[config.mk]
export PLATFORM = sky130hd
export DESIGN_NAME = centroid_divider_flat
export DESIGN_NICKNAME = d
export VERILOG_FILES = /design/src/rtl/centroid_divider_if.sv /design/src/rtl/centroid_divider.sv /design/src/flat_wrapper.sv
export SDC_FILE = /design/constraint.sdc
export NUM_CORES = 1
export LEC_CHECK = 0
export ABC_AREA = 1
export CORE_AREA = 5 5 342 344
export DETAILED_ROUTE_END_ITERATION = 6
export DIE_AREA = 0 0 347 349
export MAX_ROUTING_LAYER = met4
export SYNTH_ARGS = -nofsm -noshare
export SYNTH_HDL_FRONTEND = slang
export SYNTH_SLANG_ARGS = --single-unit
[constraint.sdc]
create_clock -name clk -period 3.8 [get_ports clk]
set_clock_uncertainty 0.05 [all_clocks]
set_input_delay 0.76 -clock clk [delete_from_list [all_inputs] [get_ports clk]]
set_output_delay 0.76 -clock clk [all_outputs]
set_load 0.005 [all_outputs]
[src/rtl/centroid_divider_if.sv]
// Bundle of the accumulator-side inputs and centroid-write outputs of the
// k-means centroid update stage.
interface centroid_divider_if #(
    parameter int WIDTH         = 16,
    parameter int DOUBLE_WIDTH  = 32,
    parameter int LOG_DEPTH     = 10,
    parameter int NUM_LABEL     = 8,
    parameter int LOG_NUM_LABEL = 3
);
    logic                              start;
    logic [NUM_LABEL*DOUBLE_WIDTH-1:0] xaccu_flat;
    logic [NUM_LABEL*DOUBLE_WIDTH-1:0] yaccu_flat;
    logic [NUM_LABEL*LOG_DEPTH-1:0]    count_flat;
    logic [NUM_LABEL*WIDTH-1:0]        old_x_flat;
    logic [NUM_LABEL*WIDTH-1:0]        old_y_flat;
    logic                              busy;
    logic                              cent_we;
    logic [LOG_NUM_LABEL-1:0]          cent_label;
    logic [WIDTH-1:0]                  cent_x;
    logic [WIDTH-1:0]                  cent_y;
    logic                              accu_reset;
    logic                              done;
    logic                              changed;

    modport master (
        output start, xaccu_flat, yaccu_flat, count_flat, old_x_flat, old_y_flat,
        input  busy, cent_we, cent_label, cent_x, cent_y, accu_reset, done, changed
    );

    modport slave (
        input  start, xaccu_flat, yaccu_flat, count_flat, old_x_flat, old_y_flat,
        output busy, cent_we, cent_label, cent_x, cent_y, accu_reset, done, changed
    );
endinterface

[src/rtl/centroid_divider.sv]
// K-means centroid update: divides each label's x/y sums by its point count
// with two bit-serial restoring dividers and writes the new centroids.
module centroid_divider #(
    parameter int WIDTH         = 16,
    parameter int DOUBLE_WIDTH  = 32,
    parameter int LOG_DEPTH     = 10,
    parameter int NUM_LABEL     = 8,
    parameter int LOG_NUM_LABEL = 3
) (
    input logic               clk,
    input logic               rst,
    centroid_divider_if.slave bus
);
    localparam int CW = $clog2(DOUBLE_WIDTH);

    typedef enum logic [2:0] {IDLE, LOAD, DIV, WRITE, CLEAR, DONE} state_t;

    state_t                   state_q;
    logic [LOG_NUM_LABEL-1:0] label_q;
    logic [CW-1:0]            bit_q;
    logic [DOUBLE_WIDTH-1:0]  xnum_q, ynum_q, xquo_q, yquo_q;
    logic [LOG_DEPTH-1:0]     div_q, xrem_q, yrem_q;
    logic                     busy_q, cent_we_q, accu_reset_q, done_q, changed_q;
    logic [LOG_NUM_LABEL-1:0] cent_label_q;
    logic [WIDTH-1:0]         cent_x_q, cent_y_q;

    logic [DOUBLE_WIDTH-1:0]  xacc_sel, yacc_sel;
    logic [LOG_DEPTH-1:0]     cnt_sel;
    logic [WIDTH-1:0]         old_x_sel, old_y_sel;
    logic                     last_label;
    logic [LOG_DEPTH:0]       xshift, yshift, xdiff, ydiff;
    logic                     xge, yge;
    logic [LOG_DEPTH-1:0]     xrem_d, yrem_d;
    logic [DOUBLE_WIDTH-1:0]  xquo_d, yquo_d;

    function automatic logic [WIDTH-1:0] saturate(input logic [DOUBLE_WIDTH-1:0] q);
        if (|q[DOUBLE_WIDTH-1:WIDTH]) begin
            return {WIDTH{1'b1}};
        end
        return q[WIDTH-1:0];
    endfunction

    assign xacc_sel   = bus.xaccu_flat[label_q*DOUBLE_WIDTH +: DOUBLE_WIDTH];
    assign yacc_sel   = bus.yaccu_flat[label_q*DOUBLE_WIDTH +: DOUBLE_WIDTH];
    assign cnt_sel    = bus.count_flat[label_q*LOG_DEPTH +: LOG_DEPTH];
    assign old_x_sel  = bus.old_x_flat[label_q*WIDTH +: WIDTH];
    assign old_y_sel  = bus.old_y_flat[label_q*WIDTH +: WIDTH];
    assign last_label = (label_q == LOG_NUM_LABEL'(NUM_LABEL - 1));

    // One restoring step per cycle; the partial remainder always stays below the divisor.
    always_comb begin
        xshift = {xrem_q, xnum_q[DOUBLE_WIDTH-1]};
        yshift = {yrem_q, ynum_q[DOUBLE_WIDTH-1]};
        xdiff  = xshift - {1'b0, div_q};
        ydiff  = yshift - {1'b0, div_q};
        xge    = (xshift >= {1'b0, div_q});
        yge    = (yshift >= {1'b0, div_q});
        xrem_d = xge ? xdiff[LOG_DEPTH-1:0] : xshift[LOG_DEPTH-1:0];
        yrem_d = yge ? ydiff[LOG_DEPTH-1:0] : yshift[LOG_DEPTH-1:0];
        xquo_d = {xquo_q[DOUBLE_WIDTH-2:0], xge};
        yquo_d = {yquo_q[DOUBLE_WIDTH-2:0], yge};
    end

    always_ff @(posedge clk) begin
        if (rst) begin
            state_q      <= IDLE;
            label_q      <= '0;
            bit_q        <= '0;
            xnum_q       <= '0;
            ynum_q       <= '0;
            xquo_q       <= '0;
            yquo_q       <= '0;
            div_q        <= '0;
            xrem_q       <= '0;
            yrem_q       <= '0;
            busy_q       <= 1'b0;
            cent_we_q    <= 1'b0;
            cent_label_q <= '0;
            cent_x_q     <= '0;
            cent_y_q     <= '0;
            accu_reset_q <= 1'b0;
            done_q       <= 1'b0;
            changed_q    <= 1'b0;
        end else begin
            cent_we_q    <= 1'b0;
            accu_reset_q <= 1'b0;
            done_q       <= 1'b0;
            case (state_q)
                IDLE: begin
                    if (bus.start) begin
                        state_q   <= LOAD;
                        label_q   <= '0;
                        changed_q <= 1'b0;
                        busy_q    <= 1'b1;
                    end
                end
                LOAD: begin
                    xnum_q <= xacc_sel;
                    ynum_q <= yacc_sel;
                    div_q  <= cnt_sel;
                    xrem_q <= '0;
                    yrem_q <= '0;
                    if (cnt_sel == '0) begin
                        if (last_label) begin
                            state_q      <= CLEAR;
                            accu_reset_q <= 1'b1;
                        end else begin
                            label_q <= label_q + 1'b1;
                        end
                    end else begin
                        state_q <= DIV;
                        bit_q   <= CW'(DOUBLE_WIDTH - 1);
                    end
                end
                DIV: begin
                    xnum_q <= xnum_q << 1;
                    ynum_q <= ynum_q << 1;
                    xquo_q <= xquo_d;
                    yquo_q <= yquo_d;
                    xrem_q <= xrem_d;
                    yrem_q <= yrem_d;
                    bit_q  <= bit_q - 1'b1;
                    // The final quotient bit lands here, so the write strobe is registered now.
                    if (bit_q == '0) begin
                        state_q      <= WRITE;
                        cent_we_q    <= 1'b1;
                        cent_label_q <= label_q;
                        cent_x_q     <= saturate(xquo_d);
                        cent_y_q     <= saturate(yquo_d);
                    end
                end
                WRITE: begin
                    changed_q <= changed_q | (cent_x_q != old_x_sel) | (cent_y_q != old_y_sel);
                    if (last_label) begin
                        state_q      <= CLEAR;
                        accu_reset_q <= 1'b1;
                    end else begin
                        state_q <= LOAD;
                        label_q <= label_q + 1'b1;
                    end
                end
                CLEAR: begin
                    state_q <= DONE;
                    done_q  <= 1'b1;
                end
                DONE: begin
                    state_q <= IDLE;
                    busy_q  <= 1'b0;
                end
                default: begin
                    state_q <= IDLE;
                    busy_q  <= 1'b0;
                end
            endcase
        end
    end

    assign bus.busy       = busy_q;
    assign bus.cent_we    = cent_we_q;
    assign bus.cent_label = cent_label_q;
    assign bus.cent_x     = cent_x_q;
    assign bus.cent_y     = cent_y_q;
    assign bus.accu_reset = accu_reset_q;
    assign bus.done       = done_q;
    assign bus.changed    = changed_q;
endmodule

[src/flat_wrapper.sv]
// flat-port wrapper written by rule: the top's interface ports become plain ports
module centroid_divider_flat 
#(
    parameter int WIDTH         = 16,
    parameter int DOUBLE_WIDTH  = 32,
    parameter int LOG_DEPTH     = 10,
    parameter int NUM_LABEL     = 8,
    parameter int LOG_NUM_LABEL = 3
)
  (clk, rst, bus_start, bus_xaccu_flat, bus_yaccu_flat, bus_count_flat, bus_old_x_flat, bus_old_y_flat, bus_busy, bus_cent_we, bus_cent_label, bus_cent_x, bus_cent_y, bus_accu_reset, bus_done, bus_changed);
  centroid_divider_if #(.WIDTH(WIDTH), .DOUBLE_WIDTH(DOUBLE_WIDTH), .LOG_DEPTH(LOG_DEPTH), .NUM_LABEL(NUM_LABEL), .LOG_NUM_LABEL(LOG_NUM_LABEL)) bus_i ();
  input logic clk;
  input logic rst;
  input wire logic [$bits(bus_i.start)-1:0] bus_start;
  input wire logic [$bits(bus_i.xaccu_flat)-1:0] bus_xaccu_flat;
  input wire logic [$bits(bus_i.yaccu_flat)-1:0] bus_yaccu_flat;
  input wire logic [$bits(bus_i.count_flat)-1:0] bus_count_flat;
  input wire logic [$bits(bus_i.old_x_flat)-1:0] bus_old_x_flat;
  input wire logic [$bits(bus_i.old_y_flat)-1:0] bus_old_y_flat;
  output wire logic [$bits(bus_i.busy)-1:0] bus_busy;
  output wire logic [$bits(bus_i.cent_we)-1:0] bus_cent_we;
  output wire logic [$bits(bus_i.cent_label)-1:0] bus_cent_label;
  output wire logic [$bits(bus_i.cent_x)-1:0] bus_cent_x;
  output wire logic [$bits(bus_i.cent_y)-1:0] bus_cent_y;
  output wire logic [$bits(bus_i.accu_reset)-1:0] bus_accu_reset;
  output wire logic [$bits(bus_i.done)-1:0] bus_done;
  output wire logic [$bits(bus_i.changed)-1:0] bus_changed;
  assign bus_i.start = bus_start;
  assign bus_i.xaccu_flat = bus_xaccu_flat;
  assign bus_i.yaccu_flat = bus_yaccu_flat;
  assign bus_i.count_flat = bus_count_flat;
  assign bus_i.old_x_flat = bus_old_x_flat;
  assign bus_i.old_y_flat = bus_old_y_flat;
  assign bus_busy = bus_i.busy;
  assign bus_cent_we = bus_i.cent_we;
  assign bus_cent_label = bus_i.cent_label;
  assign bus_cent_x = bus_i.cent_x;
  assign bus_cent_y = bus_i.cent_y;
  assign bus_accu_reset = bus_i.accu_reset;
  assign bus_done = bus_i.done;
  assign bus_changed = bus_i.changed;
  centroid_divider #(.WIDTH(WIDTH), .DOUBLE_WIDTH(DOUBLE_WIDTH), .LOG_DEPTH(LOG_DEPTH), .NUM_LABEL(NUM_LABEL), .LOG_NUM_LABEL(LOG_NUM_LABEL)) u_core (.clk(clk), .rst(rst), .bus(bus_i));
endmodule
Word-level counts from Yosys, hierarchy flattened
Index checks and enable logic that the tools add are counted.
{"block": "classes", "mux": 39, "n_lt_le_gt_ge": 2, "add_sub_neg": 4, "n_shift": 5, "n_eq_ne": 12, "n_reduce_logical": 16, "div": 0, "n_mul": 1, "bitwise_logic": 4}
{"op": "$shiftx A256 B9 Y32", "count": 2}
{"op": "$shiftx A128 B8 Y16", "count": 2}
{"op": "$pmux W32 S2", "count": 2}
{"op": "$shiftx A80 B8 Y10", "count": 1}
{"op": "$mux W16", "count": 4}
{"op": "$pmux W10 S2", "count": 2}
{"op": "$ne A16 B16 Y1", "count": 2}
{"op": "$reduce_or A16 Y1", "count": 2}
{"op": "$mux W3", "count": 8}
{"op": "$ge A11 B10 Y1", "count": 2}
{"op": "$mux W10", "count": 2}
{"op": "$sub A10 B10 Y10", "count": 2}
{"op": "$pmux W3 S5", "count": 1}
{"op": "$mux W1", "count": 14}
{"op": "$logic_not A10 Y1", "count": 1}
{"op": "$pmux W5 S2", "count": 1}
{"op": "$pmux W3 S3", "count": 1}
{"op": "$reduce_and A2 Y1", "count": 4}
{"op": "$eq A3 B2 Y1 const B", "count": 2}
{"op": "$eq A3 B3 Y1 const B", "count": 2}
{"op": "$mul A3 B3 Y6 const B", "count": 1}
{"op": "$pmux W1 S2", "count": 3}
{"op": "$reduce_and A3 Y1", "count": 2}
{"op": "$logic_not A5 Y1", "count": 1}
{"op": "other kinds (14)", "count": 19}
{"block": "word_totals", "input_bits": 851, "ramBits": 0, "regBits": 207, "memories": 0, "word_cells": 101, "romBits": 0, "latchBits": 0}

Depth between registers and ports, before layout
Gate-level depths: netlist of run 1.
{"block": "depth", "word_depth": 6, "depth_mapped": 18, "depth_no_buf": 16}

Least setup slack after synthesis of run 1
OpenSTA, ideal clock, no wires.
{"block": "synth_path", "path_kind": "register -> register", "from": "reg u_core.div_q[0]", "to": "reg u_core.xrem_q[8]", "t_required_ns": 3.641, "path_buffers": 0, "path_slack_ns": 1.835, "path_stages_with_launch": 12, "period_less_slack_ns": 1.965, "arrival_time_ns": 1.806, "path_cell_list": "dfxtp_1 > ha_1 > inv_1 > fa_1 > and3_1 > o21ai_0 > nand2_1 > or2_2 > nand4_1 > nand3_1 > nand2_1 > inv_1"}
{"block": "synth_via", "elab_chain_cells": 3, "elab_cells_between_ends": 4, "cone_classes": "add/sub: 1; order compare: 1; mux: 2"}
{"element": "from (decl)", "line_no": "centroid_divider.sv:22", "text": "logic [LOG_DEPTH-1:0] div_q, xrem_q, yrem_q;"}
{"element": "from (signal assigned)", "line_no": "centroid_divider.sv:100", "text": "div_q <= cnt_sel;"}
{"element": "$sub A10 B10 Y10 or $ge A11 B10 Y1 (tied branches)", "line_no": "centroid_divider.sv:54, centroid_divider.sv:56"}
{"element": "$mux W10 (*)", "line_no": "centroid_divider.sv:58", "text": "xrem_d = xge ? xdiff[LOG_DEPTH-1:0] : xshift[LOG_DEPTH-1:0];"}
{"element": "$pmux W10 S2 (*)", "line_no": "centroid_divider.sv:88", "text": "case (state_q)"}
{"element": "to (signal assigned)", "line_no": "centroid_divider.sv:120", "text": "xrem_q <= xrem_d;"}
{"element": "to (decl)", "line_no": "centroid_divider.sv:22"}
Mark *: on every way between the ends. The rest lies on a longest branch, timed or not.
A chain may end at the register's enable or synchronous reset.

Worst setup path in the final report of run 1
{"block": "layout_path", "from": "reg u_core.label_q[0]", "to": "reg u_core.ynum_q[12]"}
{"block": "layout_via", "elab_chain_cells": 2}
{"element": "from (decl)", "line_no": "centroid_divider.sv:19", "text": "logic [LOG_NUM_LABEL-1:0] label_q;"}
{"element": "from (signal assigned)", "line_no": "centroid_divider.sv:108", "text": "label_q <= label_q + 1'b1;"}
{"element": "from (signal assigned)", "line_no": "centroid_divider.sv:139", "text": "label_q <= label_q + 1'b1;"}
{"element": "$shiftx A256 B9 Y32", "line_no": "centroid_divider.sv:44", "text": "assign yacc_sel = bus.yaccu_flat[label_q*DOUBLE_WIDTH +: DOUBLE_WIDTH];"}
{"element": "$pmux W32 S2", "line_no": "centroid_divider.sv:88"}
{"element": "to (signal assigned)", "line_no": "centroid_divider.sv:99", "text": "ynum_q <= yacc_sel;"}
{"element": "to (signal assigned)", "line_no": "centroid_divider.sv:117", "text": "ynum_q <= ynum_q << 1;"}
{"element": "to (decl)", "line_no": "centroid_divider.sv:21", "text": "logic [DOUBLE_WIDTH-1:0] xnum_q, ynum_q, xquo_q, yquo_q;"}
Every way passes these cells.

==> results of run 1 <==
-- per-stage QoR --
step / area (µm²) / power, mW
after floorplan: 17100 / 6.35
after global placement: 27400 / 8.92
after detailed placement: 27400 / 8.95
after CTS: 28300 / 11.9
after global routing: 28400 / 12.6
final: 28400 / 11.8
-- cell type report --
type,instances,area [µm²],share of cell area [%]
Multi-Input combinational cell,2327,10900,38.4
Clock inverter,17,205,0.723
Antenna cell,20,50.0,0.176
Tap cell,1512,1890,6.67
Clock buffer,34,774,2.73
Sequential cell,207,4160,14.6
Inverter,265,1020,3.58
Timing Repair Buffer,936,9380,33.0
-- cell families after synthesis --
family                     Yosys count
buffers and inverters              499
and+or+nand+nor                   1499
adders and majority gates           26
AOI/OAI and AO/OA                  788
DFF                                207
xor gates and xnor gates            14
-- power breakdown --
group | leakage [nW] | internal (mW) | total (mW) | switching, mW
combinational | 9.10 | 2.35 | 6.08 | 3.73
sequential | 1.69 | 2.53 | 2.81 | 0.282
clock | 0.483 | 1.72 | 2.86 | 1.14
-- registers in the layout (all words and copies together) (netlist names), 5 cells and up --
signal             cells
u_core.xnum_q         32
u_core.ynum_q         32
u_core.xquo_q         31
u_core.yquo_q         31
u_core.bus.cent_x     16
u_core.bus.cent_y     16
u_core.div_q          10
u_core.xrem_q         10
u_core.yrem_q         10
u_core.bit_q           5
-- critical path: stages (launching register included) --
cell and delay (ps):
dfxtp_4 470, inv_8 460, buf_4 610, nor2_1 310
o22ai_1 550, o211ai_1 150, a31oi_1 150
-- final timing paths --
kind                                          to  cells past startpoint
hold reg to reg   u_core.xquo_q[20]$_SDFFE_PP0P_                      2
hold / removal    u_core.xquo_q[20]$_SDFFE_PP0P_                      2
setup / recovery  u_core.ynum_q[12]$_SDFFE_PP0P_                      6
setup reg to reg  u_core.ynum_q[12]$_SDFFE_PP0P_                      6
-- routing by layer --
| layer | GRT usage (%) | vias to the layer above | wire (µm) |
|---|---|---|---|
| met3 | 3.83 | 136 | 7810 |
| met1 | 19.9 | 10665 | 43400 |
| met4 | 5.64 | 0 | 4110 |
| met5 | - | - | 0 |
| li1 | - | 11514 | - |
| met2 | 32.0 | 911 | 56600 |
-- Yosys cell counts (3+ instances only) --
| library cell | count |
|---|---|
| buf_4 | 16 |
| o211ai_1 | 67 |
| nor3_1 | 6 |
| nand4_1 | 9 |
| inv_2 | 4 |
| dfxtp_1 | 207 |
| xnor2_1 | 7 |
| o21bai_1 | 3 |
| nor4_1 | 9 |
| o221ai_1 | 3 |
| o22ai_1 | 63 |
| o21ai_0 | 424 |
| o21ai_1 | 16 |
| buf_6 | 4 |
| xor2_1 | 7 |
| clkbuf_1 | 102 |
| nor2_2 | 7 |
| buf_2 | 90 |
| ha_1 | 24 |
| nand2_1 | 586 |
| inv_1 | 260 |
| a221oi_1 | 30 |
| nor2_1 | 646 |
| a31oi_1 | 71 |
| buf_1 | 22 |
| a21oi_1 | 104 |
| nand3_1 | 228 |
==> reports/qor.csv, run 1 <==
metric,value,unit
synth_xor_area_share,0.716,%
grt_pass1_wl,157000,µm
synthTopCellsByArea,"dfxtp_1, nor2_1, nand2_1",
hold_path.class,reg -> reg,
wl_per_cell,21.0,µm
synth-main-ff-cell,dfxtp_1,
status,finished clean,
reg2reg_from,u_core.label_q[0]$_SDFFE_PP0P_,
slew_headroom,41.5,%
worstSkewPairLatency,580,ps
h-tree-depth,1,
r2r_slack,830,ps
synth.distinct_cells,38,
dp_hpwl,89500,µm
p_leak,11.3,nW
synth_area,17100,µm²
layout.cells.non_filler,5318,
row_count,124,
finish.net_count,4642,
start_util,15.1,%
core,114000,µm²
drc,0,
synth_top_family_by_area,simple AND/OR/NAND/NOR gates,
clockBufferDepth,3,
fin_setup_tns,0,ps
drtPass1Iterations,7,
io_pins,891,
crit_type,reg -> reg,
syn_inst,3033,
slew_violations,0,
synth_seq_cells,207,
most-common-layout-cells,"clkdlybuf4s50_1, nor2_1, nand2_1",
setup_viol,0,
syn_avg_cell_area,5.64,µm²
nFillCells,12836,
port_buffers,890,
post_cts_buffers,0,
drive_gt1_share,3.09,%
via_per_inst,4.37,
synth-simple-area-share,35.1,%
cts_resized,0,
cellPowerDensity,414,nW/µm²
utilization,25.0,%
synthMuxAreaShare,0,%
min_period,2970,ps
worstSetupStartpoint,u_core.label_q[0]$_SDFFE_PP0P_,
cts_root_buf,clkbuf_16,
cts.clk_slew.worst_paths,80,ps
antenna_found_initial,35,
dr.first_iter.drc_count,1635,
finalCritPeriodShare,78.2,%
rsz0062_at_grt,no,
crit_path_max_fanout,83,
via_count,23226,
totalWireLength,112000,µm
cp-end-kind,flip-flop,
antenna_left,0,
final_common_cell,clkdlybuf4s50_1,
grtUsageTotal,17.9,%
synth_compound_area_share,25.9,%
ys.warnings.count,0,
min_from,u_core.xquo_q[19]$_SDFFE_PP0P_,
drv_cap,0,
synth_edf_count,0,
clock.fmax,0.337,GHz
required,4250,ps
die_area,121000,µm²
dpl.cell_count,5247,
worst_ep_arrival_time,3420,ps
post-route-worst-setup-slack,829,ps
start_kind,flip-flop,
postCtsHoldBufs,0,
grt_pass1_vias,22769,
syn_to_final_growth,65.8,%
synth_top_area_share,24.2,%
die_width,347,µm
gp_congestion,0.910,
grt_overflow,0,
ys_seq_area_share,24.2,%
worst_pin_slew,876,ps
async_flop_share,0,%
grt_max_degree,176,
synthAdderAreaFrac,1.99,%
synth_top_area_cell,dfxtp_1,
die_h,349,µm
hold_slack,407,ps
peakVddDrop,0.329,mV
cts_buffers,28,
post-place-ws,898,ps
synth_nets,3910,
cts_num_sinks,207,
finalHoldViolCount,0,
cts_tree,built,
Power figures use the tool's default switching activity.
==> run 2: changes to the inputs <==
- CORE_AREA: 5 5 342 344 -> 5 5 344 346
- DIE_AREA: 0 0 347 349 -> 0 0 349 351
- clock period: 3.8 -> 2.8 ns (I/O delays scaled with it)
==> run 2 against run 1 <==
Clock power rose by 25%. Highest routed layer unchanged. Fmax rose by 12%. Power increased by 37%. Via count up 0.57%. Die area grew 1.2%. Critical path type unchanged. Register-to-register slack worse by 680 ps.
==> reports/qor.csv, run 2 (synthesis gave the netlist of run 1 again) <==
metric,value,unit
status,finished clean,
h-tree-depth,1,
setup_viol,0,
io_pins,891,
crit_type,reg -> reg,
p_leak,11.5,nW
start_kind,flip-flop,
dr.first_iter.drc_count,1859,
drtPass1Iterations,5,
cp_top_family,buffers and inverters,
cts_root_buf,clkbuf_16,
grt_overflow,0,
crit_chain,"clkinv_8, buf_12, buf_12, buf_4, nor2_1, o22ai_1, buf_4, o211ai_1, a31oi_1",
rsz0062_at_grt,no,
peakVddDrop,0.354,mV
worstSkewPairLatency,580,ps
gp_congestion,0.967,
reg_top3,"u_core.xnum_q: 32 flops, u_core.ynum_q: 32 flops",
post-place-ws,14.1,ps
cts_tree,built,
totalWireLength,112000,µm
cts.clk_slew.worst_paths,60,ps
reg2reg_from,u_core.label_q[0]$_SDFFE_PP0P_,
path_depth,9,
min_period,2650,ps
grtUsageTotal,17.7,%
antenna_found_initial,28,
grt_pass1_wl,157000,µm
via_count,23359,
hold_slack,414,ps
clockBufferDepth,3,
crit_path_max_fanout,77,
worst_pin_slew,733,ps
syn_to_final_growth,69.0,%
final_common_cell,clkdlybuf4s50_1,
cts_buffers,27,
grt_pass1_vias,23172,
dp_hpwl,91100,µm
critPathCapture,u_core.ynum_q[4]$_SDFFE_PP0P_,
crit_path_top_delay_cell,dfxtp_4,
die_area,122000,µm²
drive_gt1_share,4.15,%
path_buf_inv,5,
finish.net_count,4692,
via_per_inst,4.35,
row_count,125,
required,3190,ps
whs_path_depth,2,
cp-end-kind,flip-flop,
post-route-worst-setup-slack,145,ps
port_buffers,890,
finalHoldViolCount,0,
worstSetupStartpoint,u_core.label_q[0]$_SDFFE_PP0P_,
hold_path.class,reg -> reg,
r2r_slack,150,ps
drv_cap,0,
postCtsHoldBufs,0,
die_h,351,µm
most-common-layout-cells,"clkdlybuf4s50_1, nor2_1, nand2_1",
slew_headroom,50.6,%
rr_worst_depth,9,
slew_violations,0,
grt_max_degree,126,
cts_num_sinks,207,
fin_setup_tns,0,ps
finalCritPeriodShare,94.8,%
wl_per_cell,20.8,µm
worst_ep_arrival_time,3040,ps
start_util,14.9,%
cellPowerDensity,556,nW/µm²
nFillCells,12886,
die_width,349,µm
max_stage_delay,460,ps
r2r_end,u_core.ynum_q[4]$_SDFFE_PP0P_,
drc,0,
antenna_left,0,
core,115000,µm²
clock.fmax,0.377,GHz
[run 2: layer usage]
layer | share of wire (%) | vias up | wire (µm) | track usage (%)
met5 | 0 | - | 0 | -
met4 | 4.3 | 0 | 4770 | 6.59
met3 | 6.4 | 140 | 7110 | 3.33
met2 | 50 | 922 | 55600 | 31.2
met1 | 40 | 10694 | 44300 | 19.8
li1 | - | 11603 | - | -
[run 2: cell type report]
class                   count  area (µm²)  share of cell area (%)
clock buffers              37         743                    2.57
multi-input cells        2327       10900                    37.7
diodes                     17        42.5                   0.147
flip-flops and latches    207        4160                    14.4
clock inverters            10         145                   0.502
well taps                1524        1910                    6.59
repair buffers            987       10000                    34.6
inverters                 265        1020                    3.53
[run 2: repair_timing]
action                                  CTS  global route
setup buffers                             0             0
gates resized for setup                   0             2
endpoints found under the setup margin    0             1
[run 2: per-stage QoR]
stage	std cells	area, µm²	utilization, %	total power, mW
floorplan	3033	17100	-	8.61
global placement	5310	28000	24.3	12.6
detailed placement	5310	28000	24.3	12.6
CTS	5357	28900	25.1	16.3
global route	5372	28900	25.1	17.3
finish	5374	28900	25.1	16.1
[run 2: worst min path at each step]
stage	from	end	slack, ps
after global routing	u_core.xquo_q[19]$_SDFFE_PP0P_	u_core.xquo_q[20]$_SDFFE_PP0P_	410
final	u_core.xquo_q[21]$_SDFFE_PP0P_	u_core.xquo_q[22]$_SDFFE_PP0P_	410
after CTS	u_core.xquo_q[19]$_SDFFE_PP0P_	u_core.xquo_q[20]$_SDFFE_PP0P_	380
after global placement	u_core.xquo_q[29]$_SDFFE_PP0P_	u_core.xquo_q[30]$_SDFFE_PP0P_	400
after detailed placement	u_core.xquo_q[16]$_SDFFE_PP0P_	u_core.xquo_q[17]$_SDFFE_PP0P_	400
after floorplan	u_core.xquo_q[18]$_SDFFE_PP0P_	u_core.xquo_q[19]$_SDFFE_PP0P_	380
[run 2: where the power goes]
part           switching, mW  internal, mW
combinational           5.20          3.54
sequential             0.351          3.43
clock                   1.45          2.13
[run 2: worst register-to-register path: stages, from the launching register on]
cell and delay [ps]:
dfxtp_4 460, clkinv_8 300, buf_12 310, buf_12 190, buf_4 330, nor2_1 240, o22ai_1 210, buf_4 200
o211ai_1 150, a31oi_1 90
==> run 3: changes to the inputs <==
- CTS_BUF_LIST: unset -> sky130_fd_sc_hd__clkbuf_16
- GPL_ROUTABILITY_DRIVEN: unset -> 0
- SETUP_SLACK_MARGIN: unset -> 0.15
==> run 3 against run 2 <==
Fmax up 4.3%. Critical path depth shrank 2. Non-clock buffer count increased by 1. Core utilization rose by 0.089 points. Cell area is 0.35% higher. Highest routed layer unchanged.
==> reports/qor.csv, run 3 (synthesis gave the netlist of run 1 again) <==
metric,value,unit
status,finished clean,
grtUsageTotal,17.4,%
clock.fmax,0.393,GHz
clockBufferDepth,3,
wl_met2,54600,µm
cp-end-kind,flip-flop,
cp_top_family,compound AO/OA/AOI/OAI gates,
cts_tree,built,
peakVddDrop,0.424,mV
slew_headroom,46.9,%
finalHoldViolCount,0,
finish.net_count,4694,
grt_pass1_wl,154000,µm
start_util,14.9,%
crit_type,reg -> reg,
final_common_cell,clkdlybuf4s50_1,
totalWireLength,112000,µm
crit_path_top_delay_cell,o21ai_0,
drc,0,
crit_chain,"inv_16, buf_12, buf_12, o21ai_0, nand3_1, o211ai_1, a31oi_1",
max_stage_delay,690,ps
drive_gt1_share,4.43,%
cts_root_buf,clkbuf_16,
worst_ep_arrival_time,2910,ps
fin_setup_tns,0,ps
crit_path_max_fanout,75,
slew_violations,0,
via_count,23531,
grt_pass1_vias,22855,
drv_cap,0,
layout.cells.non_filler,5388,
row_count,125,
path_common_cell,buf_12,
die_width,349,µm
min_period,2550,ps
via_per_inst,4.37,
cellPowerDensity,562,nW/µm²
post_cts_buffers,0,
p_leak,11.6,nW
io_pins,891,
worst_pin_slew,788,ps
finalCritPeriodShare,90.9,%
grt_overflow,0,
core,115000,µm²
die_area,122000,µm²
grt_max_degree,126,
dpl.cell_count,5310,
most-common-layout-cells,"clkdlybuf4s50_1, nor2_1, nand2_1",
cts.clk_slew.worst_paths,60,ps
hold_path.class,reg -> reg,
rsz0062_at_grt,no,
setup_viol,0,
top_layer,met4,
antenna_found_initial,36,
syn_to_final_growth,69.6,%
die_h,351,µm
drtPass1Iterations,5,
required,3160,ps
start_kind,flip-flop,
path_buf_inv,3,
cts_num_sinks,207,
r2r_slack,250,ps
met3WireLength,7820,µm
cts_buffers,28,
antenna_left,0,
port_buffers,890,
dr.first_iter.drc_count,1773,
reg_top3,"u_core.xnum_q: 32 flops, u_core.ynum_q: 32 flops",
wl_per_cell,20.7,µm
dp_hpwl,90200,µm
h-tree-depth,1,
worstSkewPairLatency,580,ps
wirelength_met1,42800,µm
[run 3: cell types whose count changed in the layout (fill, tap and decap cells not counted), sizes merged]
cell,delta
clkbuf,-7
clkinvlp,-1
inv,+4
bufinv,+1
clkinv,+8
diode,+9
[run 3: repair_timing]
action                     in CTS  in global routing
cloned                          0                  1
resized for setup               3                 12
setup endpoints to repair       1                 15
hold buffers                    0                  0
[run 3: area by class of cell]
type                    instances  area (µm²)
diodes                         26        65.1
clock buffers                  29         726
clock inverters                22         209
fillers                     12995       86100
inverters                     265        1030
multi-input cells            2327       10900
flip-flops and latches        207        4160
well taps                    1524        1910
repair buffers                988       10000
[run 3: power by group]
group | internal (mW) | leakage [nW] | switching, mW
logic | 3.51 | 9.45 | 5.28
clock network | 2.23 | 0.472 | 1.52
registers | 3.43 | 1.69 | 0.360
[run 3: through the flow]
stage	power (mW)	utilization [%]	hold slack (ps)	setup slack [ps]	cell area [µm²]
after floorplan	8.61	-	383	835	17100
after global placement	12.5	24.3	393	-71.1	28000
after detailed placement	12.6	24.3	398	-60.1	28000
after CTS	16.5	25.1	400	169	28900
after global routing	17.5	25.2	419	177	29000
final	16.3	25.2	405	254	29000
[run 3: worst reg2reg max path, cell delays in order (launching register included)]
cell	delay [ps]
dfxtp_4	470
inv_16	130
buf_12	260
buf_12	200
o21ai_0	760
nand3_1	250
o211ai_1	150
a31oi_1	90
[run 3: metal layers]
| metal | vias to the layer above | GRT usage (%) |
|---|---|---|
| met1 | 10709 | 19.2 |
| met4 | 0 | 9.07 |
| met2 | 1036 | 29.9 |
| li1 | 11630 | - |
| met3 | 156 | 3.43 |
| met5 | - | - |
[run 3: final timing paths]
| path | startpoint | depth (start not counted) | end |
|---|---|---|---|
| setup reg to reg | u_core.label_q[0]$_SDFFE_PP0P_ | 7 | u_core.xnum_q[25]$_SDFFE_PP0P_ |
| hold / removal | u_core.xquo_q[19]$_SDFFE_PP0P_ | 2 | u_core.xquo_q[20]$_SDFFE_PP0P_ |
| hold reg to reg | u_core.xquo_q[19]$_SDFFE_PP0P_ | 2 | u_core.xquo_q[20]$_SDFFE_PP0P_ |
| setup / recovery | u_core.label_q[0]$_SDFFE_PP0P_ | 7 | u_core.xnum_q[25]$_SDFFE_PP0P_ |
